$ cat config.mk
export PLATFORM = sky130hd
export DESIGN_NAME = iob_pwq
export DESIGN_NICKNAME = d
export VERILOG_FILES = /design/src/rtl/iob_pwq_pkg.sv /design/src/rtl/iob_pwq_ring.sv /design/src/rtl/iob_pwq.sv
export SDC_FILE = /design/constraint.sdc
export NUM_CORES = 1
export LEC_CHECK = 0
export ABC_AREA = 1
export CORE_MARGIN = 1.5
export CORE_UTILIZATION = 50
export DETAILED_ROUTE_END_ITERATION = 8
export PLACE_DENSITY = 0.82
export SLEW_MARGIN = 10
export SYNTH_ARGS = -nofsm -noshare
export SYNTH_HDL_FRONTEND = slang
export SYNTH_HIERARCHICAL = 1
export SYNTH_SLANG_ARGS = --single-unit
$ cat constraint.sdc
create_clock -name CLK -period 5.1 [get_ports CLK]
set_input_delay 1.02 -clock CLK [delete_from_list [all_inputs] [get_ports CLK]]
set_output_delay 1.02 -clock CLK [all_outputs]
set_load 0.005 [all_outputs]
$ cat src/rtl/iob_pwq_pkg.sv
// iob_pkg -- shared types for the IOB posted-write queue.
//   iob_state_t : master-side FSM states (IDLE, REQ, ACT, CMPL)
//   pwq_entry_t : one queued posted write {A, D, BE}
//   pwqMerge()  : byte-lane merge of a new write into an existing entry
// The entry field widths are fixed here (A[23:1], 16-bit data), so iob_pwq
// and pwq_ring must keep AW/DW at these values.
package iob_pkg;

    localparam int PWQ_AW = 23;
    localparam int PWQ_DW = 16;

    typedef logic [PWQ_AW-1:0] pwq_addr_t;
    typedef logic [PWQ_DW-1:0] pwq_data_t;

    typedef enum logic [1:0] {IDLE, REQ, ACT, CMPL} iob_state_t;

    typedef struct packed {
        pwq_addr_t  A;
        pwq_data_t  D;
        logic [1:0] BE;
    } pwq_entry_t;

    // Lanes enabled in upd overwrite cur; the resulting BE covers both writes.
    function automatic pwq_entry_t pwqMerge(input pwq_entry_t cur, input pwq_entry_t upd);
        pwq_entry_t res;
        res = cur;
        if (upd.BE[0]) res.D[7:0]        = upd.D[7:0];
        if (upd.BE[1]) res.D[PWQ_DW-1:8] = upd.D[PWQ_DW-1:8];
        res.BE = cur.BE | upd.BE;
        return res;
    endfunction

endpackage

$ cat src/rtl/iob_pwq_ring.sv
// pwq_ring -- DEPTH-entry circular buffer holding posted writes.
// Ports:
//   clk, rstN            clock, asynchronous active-low reset
//   push, pushEntry      append an entry at the tail
//   pop                  drop the head entry
//   merge                fold pushEntry into the newest (tail) entry instead of appending
//   headEntry, tailEntry oldest / newest stored entry
//   empty                no entries stored
//   notFull              registered "room available" flag (drives PW_READY)
//   count                occupancy
module pwq_ring
    import iob_pkg::*;
#(
    parameter int DEPTH = 4
) (
    input  logic                       clk,
    input  logic                       rstN,
    input  logic                       push,
    input  logic                       pop,
    input  logic                       merge,
    input  pwq_entry_t                 pushEntry,
    output pwq_entry_t                 headEntry,
    output pwq_entry_t                 tailEntry,
    output logic                       empty,
    output logic                       notFull,
    output logic [$clog2(DEPTH+1)-1:0] count
);

    localparam int PW = $clog2(DEPTH);
    localparam int CW = $clog2(DEPTH+1);

    pwq_entry_t    mem [DEPTH];
    logic [PW-1:0] headPtr;
    logic [PW-1:0] tailPtr;
    logic [PW-1:0] lastPtr;
    logic [CW-1:0] countNext;

    // DEPTH is a power of two, so pointer arithmetic wraps on its own.
    assign lastPtr   = tailPtr - PW'(1);
    assign headEntry = mem[headPtr];
    assign tailEntry = mem[lastPtr];
    assign empty     = (count == '0);

    always_comb begin
        countNext = count;
        if (push && !pop)      countNext = count + CW'(1);
        else if (pop && !push) countNext = count - CW'(1);
    end

    // notFull is computed from the next occupancy, so a slot freed by a pop
    // only becomes visible to the producer one cycle later.
    always_ff @(posedge clk or negedge rstN) begin
        if (!rstN) begin
            headPtr <= '0;
            tailPtr <= '0;
            count   <= '0;
            notFull <= 1'b0;
        end else begin
            if (push) tailPtr <= tailPtr + PW'(1);
            if (pop)  headPtr <= headPtr + PW'(1);
            count   <= countNext;
            notFull <= (countNext != CW'(DEPTH));
        end
    end

    always_ff @(posedge clk) begin
        if (push)       mem[tailPtr] <= pushEntry;
        else if (merge) mem[lastPtr] <= pwqMerge(mem[lastPtr], pushEntry);
    end

endmodule

$ cat src/rtl/iob_pwq.sv
// iob_pwq -- posted-write queue in front of the IOB bus master.
// Posted writes are queued and drained in order; a non-posted request
// (read or write) is only issued once the queue is empty.
// Ports:
//   CLK, nRES                       clock, asynchronous active-low reset
//   PW_VALID/PW_READY, PW_A/D/BE    posted-write push
//   NP_VALID, NP_RW, NP_A/BE/D      non-posted request; NP_DONE/NP_BERR completion
//   IOREQ, IORW, IOA, IOD, IOLDS, IOUDS   request to the IOB master
//   IOACT, IODONE, IOBERR           master handshake (already in CLK domain)
//   COUNT, ERR, ERR_CLR             occupancy, sticky posted-write error, clear
// Build option: define IOB_PWQ_MERGE_EN to merge a push into the tail entry
// when the addresses match and the tail is not being issued.
module iob_pwq
    import iob_pkg::*;
#(
    parameter int DEPTH = 4,
    parameter int AW    = 23,
    parameter int DW    = 16
) (
    input  logic                       CLK,
    input  logic                       nRES,
    input  logic                       PW_VALID,
    output logic                       PW_READY,
    input  logic [AW-1:0]              PW_A,
    input  logic [DW-1:0]              PW_D,
    input  logic [1:0]                 PW_BE,
    input  logic                       NP_VALID,
    input  logic                       NP_RW,
    input  logic [AW-1:0]              NP_A,
    input  logic [1:0]                 NP_BE,
    input  logic [DW-1:0]              NP_D,
    output logic                       NP_DONE,
    output logic                       NP_BERR,
    output logic                       IOREQ,
    output logic                       IORW,
    output logic [AW-1:0]              IOA,
    output logic [DW-1:0]              IOD,
    output logic                       IOLDS,
    output logic                       IOUDS,
    input  logic                       IOACT,
    input  logic                       IODONE,
    input  logic                       IOBERR,
    output logic [$clog2(DEPTH+1)-1:0] COUNT,
    output logic                       ERR,
    input  logic                       ERR_CLR
);

    localparam int CW = $clog2(DEPTH+1);

    iob_state_t state;
    pwq_entry_t pushEntry;
    pwq_entry_t headEntry;
    pwq_entry_t tailEntry;
    logic       empty;
    logic       npSel;
    logic       berrLat;
    logic       bypassPop;
    logic       pop;
    logic       push;
    logic       mergeHit;
    logic       tailLocked;
    logic       errSet;

    assign pushEntry = '{A: pwq_addr_t'(PW_A), D: pwq_data_t'(PW_D), BE: PW_BE};

    // An entry with no byte enables has nothing to write: drop it from IDLE.
    assign bypassPop = (state == IDLE) && !empty && (headEntry.BE == 2'b00);
    assign pop       = bypassPop || ((state == CMPL) && !npSel);

    // With one entry left, the tail is the head; it must not change while
    // it is on the bus or being dropped.
    assign tailLocked = (COUNT == CW'(1)) && (bypassPop || ((state != IDLE) && !npSel));

`ifdef IOB_PWQ_MERGE_EN
    assign mergeHit = PW_VALID && !empty && !tailLocked && (tailEntry.A == pwq_addr_t'(PW_A));
`else
    logic unusedTail;
    logic unusedLock;
    assign unusedTail = ^tailEntry;
    assign unusedLock = tailLocked;
    assign mergeHit   = 1'b0;
`endif

    assign push   = PW_VALID && PW_READY && !mergeHit;
    assign errSet = (state == CMPL) && !npSel && berrLat;

    pwq_ring #(.DEPTH(DEPTH)) uRing (
        .clk       (CLK),
        .rstN      (nRES),
        .push      (push),
        .pop       (pop),
        .merge     (mergeHit),
        .pushEntry (pushEntry),
        .headEntry (headEntry),
        .tailEntry (tailEntry),
        .empty     (empty),
        .notFull   (PW_READY),
        .count     (COUNT)
    );

    always_ff @(posedge CLK or negedge nRES) begin
        if (!nRES) begin
            state   <= IDLE;
            npSel   <= 1'b0;
            berrLat <= 1'b0;
            IOREQ   <= 1'b0;
            IORW    <= 1'b1;
            IOA     <= '0;
            IOD     <= '0;
            IOLDS   <= 1'b0;
            IOUDS   <= 1'b0;
            NP_DONE <= 1'b0;
            NP_BERR <= 1'b0;
            ERR     <= 1'b0;
        end else begin
            NP_DONE <= 1'b0;
            case (state)
                IDLE: begin
                    // Posted writes always win; NP waits for an empty queue.
                    if (!empty) begin
                        if (headEntry.BE != 2'b00) begin
                            IOREQ <= 1'b1;
                            IORW  <= 1'b0;
                            IOA   <= AW'(headEntry.A);
                            IOD   <= DW'(headEntry.D);
                            IOLDS <= headEntry.BE[0];
                            IOUDS <= headEntry.BE[1];
                            npSel <= 1'b0;
                            state <= REQ;
                        end
                    end else if (NP_VALID) begin
                        IOREQ <= 1'b1;
                        IORW  <= NP_RW;
                        IOA   <= NP_A;
                        IOD   <= NP_D;
                        IOLDS <= NP_BE[0];
                        IOUDS <= NP_BE[1];
                        npSel <= 1'b1;
                        state <= REQ;
                    end
                end
                REQ: begin
                    if (IOACT) begin
                        IOREQ <= 1'b0;
                        state <= ACT;
                    end
                end
                ACT: begin
                    if (IODONE) begin
                        berrLat <= IOBERR;
                        if (npSel) begin
                            NP_DONE <= 1'b1;
                            NP_BERR <= IOBERR;
                        end
                        state <= CMPL;
                    end
                end
                default: state <= IDLE;
            endcase
            // A new error outranks a simultaneous clear.
            ERR <= errSet || (ERR && !ERR_CLR);
        end
    end

endmodule

==> run metrics, run 1 <==
Sink Count=222; Cell Area, Synth=11,000 sq um; Worst Skew=14.4 ps; Total Power=8830 uW; fmax=343 MHz; DRT antenna net count=0; io pins=141; clock root cell=clkbuf_16; worst setup path start=uRing/headPtr[0]; initial antenna violation count=2; kind of critical path=flop to flop; leakage=0.00502 uW; Clk pwr share=19.0%; layout cells sized above 1=11.4%; top post-synthesis cells by count=nand2_1 (201), edfxtp_1 (164), nand3_1 (163); Max transition margin=34.7%; sequential fraction of the synthesis area=58.1%; Cell Pwr Density=670 nW/um^2; Final Hold Fails=0; share of the synthesized area in the top cell type=44.8%; number of setup violations in the final report=0; Clk Latency, worst-skew pair=520 ps; setup TNS=0 ps; Worst EP required=5500 ps; Remaining DRCs=0; register cell area after layout=6380 sq um; Post-CTS Resized=0; Reg clk slew, reported paths=60 ps; H-tree depth=1; vias in the first global route=8,685; count of state elements after synthesis=222; Yosys cell types=34; drt pass-1 iters=6; part of the power in registers=36.1%; Syn. warnings=6; MaxCap Viol Count=0; gr ovfl total=0; RSZ-0062 raised after global routing=false; CP max FO=50; Hold Crit Class=flop to flop; syn_area_per_cell=9.69 sq um; cell taking the most area after synthesis=edfxtp_1; Synth Instances=1,134; Psw=3610 uW; vias per inst=5.88; Longest Clk Path Bufs=3; ANT cells=0; most frequent cell after synthesis=nand2_1; top post-synthesis cells by area=edfxtp_1 (45%), dfrtp_1 (13%), nand3_1 (7.4%); cell row count=54; HP Start=IOA[17]; Final min period=2910 ps; Initial Util=50.7%; DIE HEIGHT=151 um; Total GRT Usage=25.1%; TritonCTS clock tree=built; final period utilization=57.1%; largest net degree at the start of global routing=87; sw frac=40.9%; FFs w/ async S/R, synth=26.1%; VDD IR max=0.475 mV; dpl hpwl=17.4 mm; hold buffers post-CTS=0; Die X=151 um; area of the multi-input gates=4030 sq um; RD Place Congestion=0.827; DRT Wirelength=28.3 mm; buffer count from post-CTS setup fixing=0; Setup crit start kind=flop; fin nets=1,331; Internal Pwr Total=5220 uW; Worst setup EP type=flop; worst slew pin tran=980 ps; first-pass GRT wire length=44.8 mm; DR iter-0 viols=1,173; wire per inst=18.5 um; Slew Limit Fails=0; PortBufs=140; Crit path arrival time=3310 ps; outcome=finished clean; core area=21,700 sq um; RR Startpoint=uRing/headPtr[0]; Comb power frac=44.8%; CTS buffer count=23; number of synthesized flops with an enable pin=164; fill cell count=1,665; Vias=8,989; top_reg_cell synth=edfxtp_1; Layout area overhead=19.9%; Die ar.=22,900 sq um
## metrics by stage
step / worst slack [ps] / instance area [sq um] / util (%) / instances / hold WS (ps)
floorplan: 1590 / 11000 / - / 1135 / 454
global placement: 1770 / 12400 / 57.3 / 1486 / 464
detailed placement: 1780 / 12400 / 57.3 / 1486 / 468
CTS: 2220 / 13200 / 60.7 / 1528 / 484
global route: 1760 / 13200 / 60.7 / 1528 / 508
finish: 2190 / 13200 / 60.7 / 1528 / 482
## logic make-up after synthesis
family / after synthesis / share of synthesized area (%)
AND/OR/NAND/NOR: 554 / 24.1
adder cells (fa/ha/maj): 9 / 1.03
buffers and inverters: 121 / 5.56
flip-flops: 222 / 58.1
AO/OA/AOI/OAI: 223 / 10.9
XOR/XNOR: 4 / 0.319
other: 1 / 0.0341
## sequential cells by signal (all words and copies together), names as in the netlist
register,flops
state,2
NP_BERR,1
npSel,1
uRing/count,3
berrLat,1
ERR,1
uRing/tailPtr,2
uRing/notFull,1
uRing/mem,164
IOLDS,1
uRing/headPtr,2
IOD,16
IOUDS,1
IOA,23
NP_DONE,1
IORW,1
IOREQ,1
## final timing paths
path	cells after the start	slack [ps]	endpoint
max	13	2190	uRing/notFull
min	2	480	IOA[17]
max reg2reg	13	2190	uRing/notFull
min reg2reg	2	480	IOA[17]
max in group asynchronous	2	3930	uRing/headPtr[0]
min in group asynchronous	2	640	state[1]
## final cells by class
| type | count | area share [%] |
|---|---|---|
| flip-flops and latches | 222 | 48.5 |
| multi-input cells | 792 | 30.6 |
| repair buffers | 156 | 11.5 |
| clock buffers | 27 | 4.48 |
| well taps | 280 | 2.66 |
| clock inverters | 15 | 1.24 |
| inverters | 36 | 1.03 |
## critical path, stage by stage, from the launching register on
cell	delay [ps]
dfrtp_2	950
inv_2	270
o21ai_0	230
o22ai_1	110
nor2_2	200
nand2_1	130
o21ai_0	240
inv_1	110
nand2_1	170
nand2_1	80
nand2_1	60
nand2_1	60
nor2_1	110
nand2_1	60
## layer usage
layer	share of wire, %	GRT usage (%)	vias up
met3	11	4.01	56
li1	-	-	4205
met2	47	40.6	534
met1	39	34.6	4190
met4	2.0	8.20	4
met5	0.081	0	-
## cell usage in the layout, fill, tap and decap left out, types with 4 or more instances in the layout
cell / netlist / routed
or2_2: 41 / 41
clkbuf_16: 0 / 23
nand3_2: 10 / 10
clkinvlp_4: 0 / 5
o21ai_1: 11 / 11
ha_1: 9 / 9
xor2_1: 4 / 4
inv_1: 27 / 27
nand4_1: 31 / 31
nor2_4: 2 / 6
clkbuf_1: 35 / 4
dfrtp_1: 57 / 54
a21oi_1: 4 / 4
o21ai_2: 4 / 4
nand4_2: 10 / 10
o21ai_0: 158 / 158
inv_2: 9 / 9
clkdlybuf4s50_1: 0 / 139
buf_4: 10 / 16
nand3_1: 163 / 163
nand2_1: 201 / 201
edfxtp_1: 164 / 164
o22ai_1: 41 / 41
nor2_1: 92 / 87
## power by group through the flow
stage,combinational (uW),sequential (uW),clock [uW]
after global routing,4400,3270,1770
after global placement,3740,3180,0
after floorplan,2790,3080,0
after detailed placement,3880,3210,0
final,3960,3190,1680
after CTS,3910,3180,1700
No activity file was read; power rests on OpenSTA's default activity.
==> inputs of run 2 (changes only) <==
- PLACE_DENSITY: 0.82 -> 0.85
- clock period: 5.1 -> 2.4 ns (I/O delays scaled with it)
==> run metrics, run 2 (synthesized netlist as in run 1, its figures left out) <==
DRT Wirelength=28.0 mm (-1.2%); RD Place Congestion=0.859 (+3.9%); RSZ-0062 raised after global routing=false; CP max FO=5 (-90%); Cell Pwr Density=1410 nW/um^2 (+110%); max FFs per register=164 (unchanged); Final Hold Fails=0 (unchanged); Reg clk slew, reported paths=60 ps (about the same); vias per inst=5.86 (-0.43%); Layout area overhead=21.2%; PortBufs=140 (unchanged); Worst setup EP type=flop; grt peak-use layer=met2; CTS buffer count=22 (-4.3%); Vias=9,009 (+0.22%); io pins=141 (unchanged); initial antenna violation count=1 (-1); Hold Crit Class=input pin to async pin; worst slew pin tran=957 ps (-22.6 ps); wire per inst=18.2 um (-1.8%); met1 Use GR=34.3% (-0.28 points); Remaining DRCs=0 (unchanged); fin nets=1,342 (+0.83%); ANT cells=0 (unchanged); Total Power=18,800 uW (+110%); DRT antenna net count=0 (unchanged); drt pass-1 iters=8 (+2); Total GRT Usage=24.5% (-0.63 points); Register-to-Register Setup Slack=280 ps (-1900 ps); kind of critical path=flop to flop; Worst Skew=23.8 ps (+9.33 ps); number of setup violations in the final report=0 (unchanged); Longest Clk Path Bufs=3 (unchanged); clock root cell=clkbuf_16; buffer count from post-CTS setup fixing=0 (unchanged); DIE HEIGHT=151 um (unchanged); Setup crit start kind=flop; Biggest register=uRing/mem; fmax=473 MHz (+38%); layout cells sized above 1=12.1% (+0.70 points); reg2reg end=uRing/notFull; GR Util met2=38.7% (-1.9 points); leakage=0.00510 uW (+1.6%); Final min period=2120 ps (-796 ps); vias in the first global route=8,545 (-1.6%); most frequent cells in the layout=nand2_1 (201), edfxtp_1 (164), nand3_1 (163); Max transition margin=36.2% (+1.5 points); area of the multi-input gates=4040 sq um (about the same); MaxCap Viol Count=0 (unchanged); core area=21,700 sq um (unchanged); register cell area after layout=6380 sq um (unchanged); commonest non-fill, non-tap cell in the layout=nand2_1; gr ovfl total=0 (unchanged); cell row count=54 (unchanged); first-pass GRT wire length=43.7 mm (-2.5%); worst setup path endpoint=uRing/notFull; Clk Latency, worst-skew pair=520 ps (about the same); RR Startpoint=state[1]; final period utilization=88.2% (+31 points); H-tree depth=1 (unchanged); Slew Limit Fails=0 (unchanged); Worst EP required=2790 ps (-2710 ps); Largest regs=uRing/mem x164, IOA x23, IOD x16; Crit path arrival time=2510 ps (-800 ps); grt met3 use=3.64% (-0.36 points); Worst R2R Path Depth=13 (unchanged); DR iter-0 viols=1,087 (-7.3%); final core utilization=61.4% (+0.66 points); Die X=151 um (unchanged); dpl hpwl=17.6 mm (+1.0%); WHS=469 ps (-12.6 ps); Initial Util=50.7% (unchanged); outcome=finished clean; Sink Count=222 (unchanged); worst setup path start=state[1]; TritonCTS clock tree=built; largest net degree at the start of global routing=85 (-2.3%); VDD IR max=0.819 mV (+72%); Die ar.=22,900 sq um (unchanged); fill cell count=1,662 (-0.18%)
==> run 2: cell count changes in the layout (fill, tap and decap cells not counted), moves of 2 or more <==
cell / before / now
buf_12: 0 / 7
buf_4: 16 / 20
clkbuf_1: 4 / 1
clkinv_1: 3 / 6
clkinv_4: 0 / 2
clkinvlp_4: 5 / 1
==> run 2: per-layer routing <==
metal | vias up | share of wire (%)
met5 | - | 0
met4 | 0 | 2.6
met3 | 67 | 11
met2 | 527 | 46
met1 | 4197 | 40
li1 | 4218 | -
==> run 2: area by class of cell <==
cell class	instances	area share (%)
clock inverters	16	0.996
clock buffers	24	4.35
repair buffers	168	12.7
multi-input cells	792	30.3
inverters	36	1.02
well taps	280	2.63
flip-flops and latches	222	47.9
==> run 2: worst min-delay path by stage <==
stage | start | endpoint | slack, ps
global placement | nRES | IOD[12] | 470
finish | nRES | IOD[12] | 470
CTS | nRES | uRing/headPtr[1] | 480
detailed placement | nRES | IOD[12] | 470
floorplan | nRES | ERR | 180
global route | nRES | IOD[12] | 510
==> run 2: per-stage QoR <==
step	cell area, sq um	instances	setup TNS, ps	setup slack (ps)
floorplan	11000	1135	-53360	-651
global placement	12600	1497	0	271
detailed placement	12600	1497	0	178
CTS	13300	1538	0	150
global route	13300	1538	0	51.1
finish	13300	1538	0	284
==> run 2: power breakdown <==
group          internal [uW]  switching [uW]  leakage [uW]
Sequential              5870             706       0.00224
Combinational           3380            5500       0.00251
Clock                   1960            1400      0.000346
Total                  11200            7610       0.00510
==> run 2: worst max-delay path, cell delays in order, from the launching register on <==
cell and delay, ps:
dfrtp_1 420, inv_1 140, ha_1 210, inv_1 110, nor2_1 240, nand2_1 150
o21ai_2 130, inv_1 90, nand2_1 150, nand2_1 70, nand2_1 60, nand2_1 60
nor2_1 100, nand2_1 60
==> run 2: what timing repair did <==
action / CTS / global route
endpoints found under the hold margin: 19 / 0
hold buffers: 1 / 0
setup endpoints to repair: 0 / 2
gates resized for setup: 0 / 2
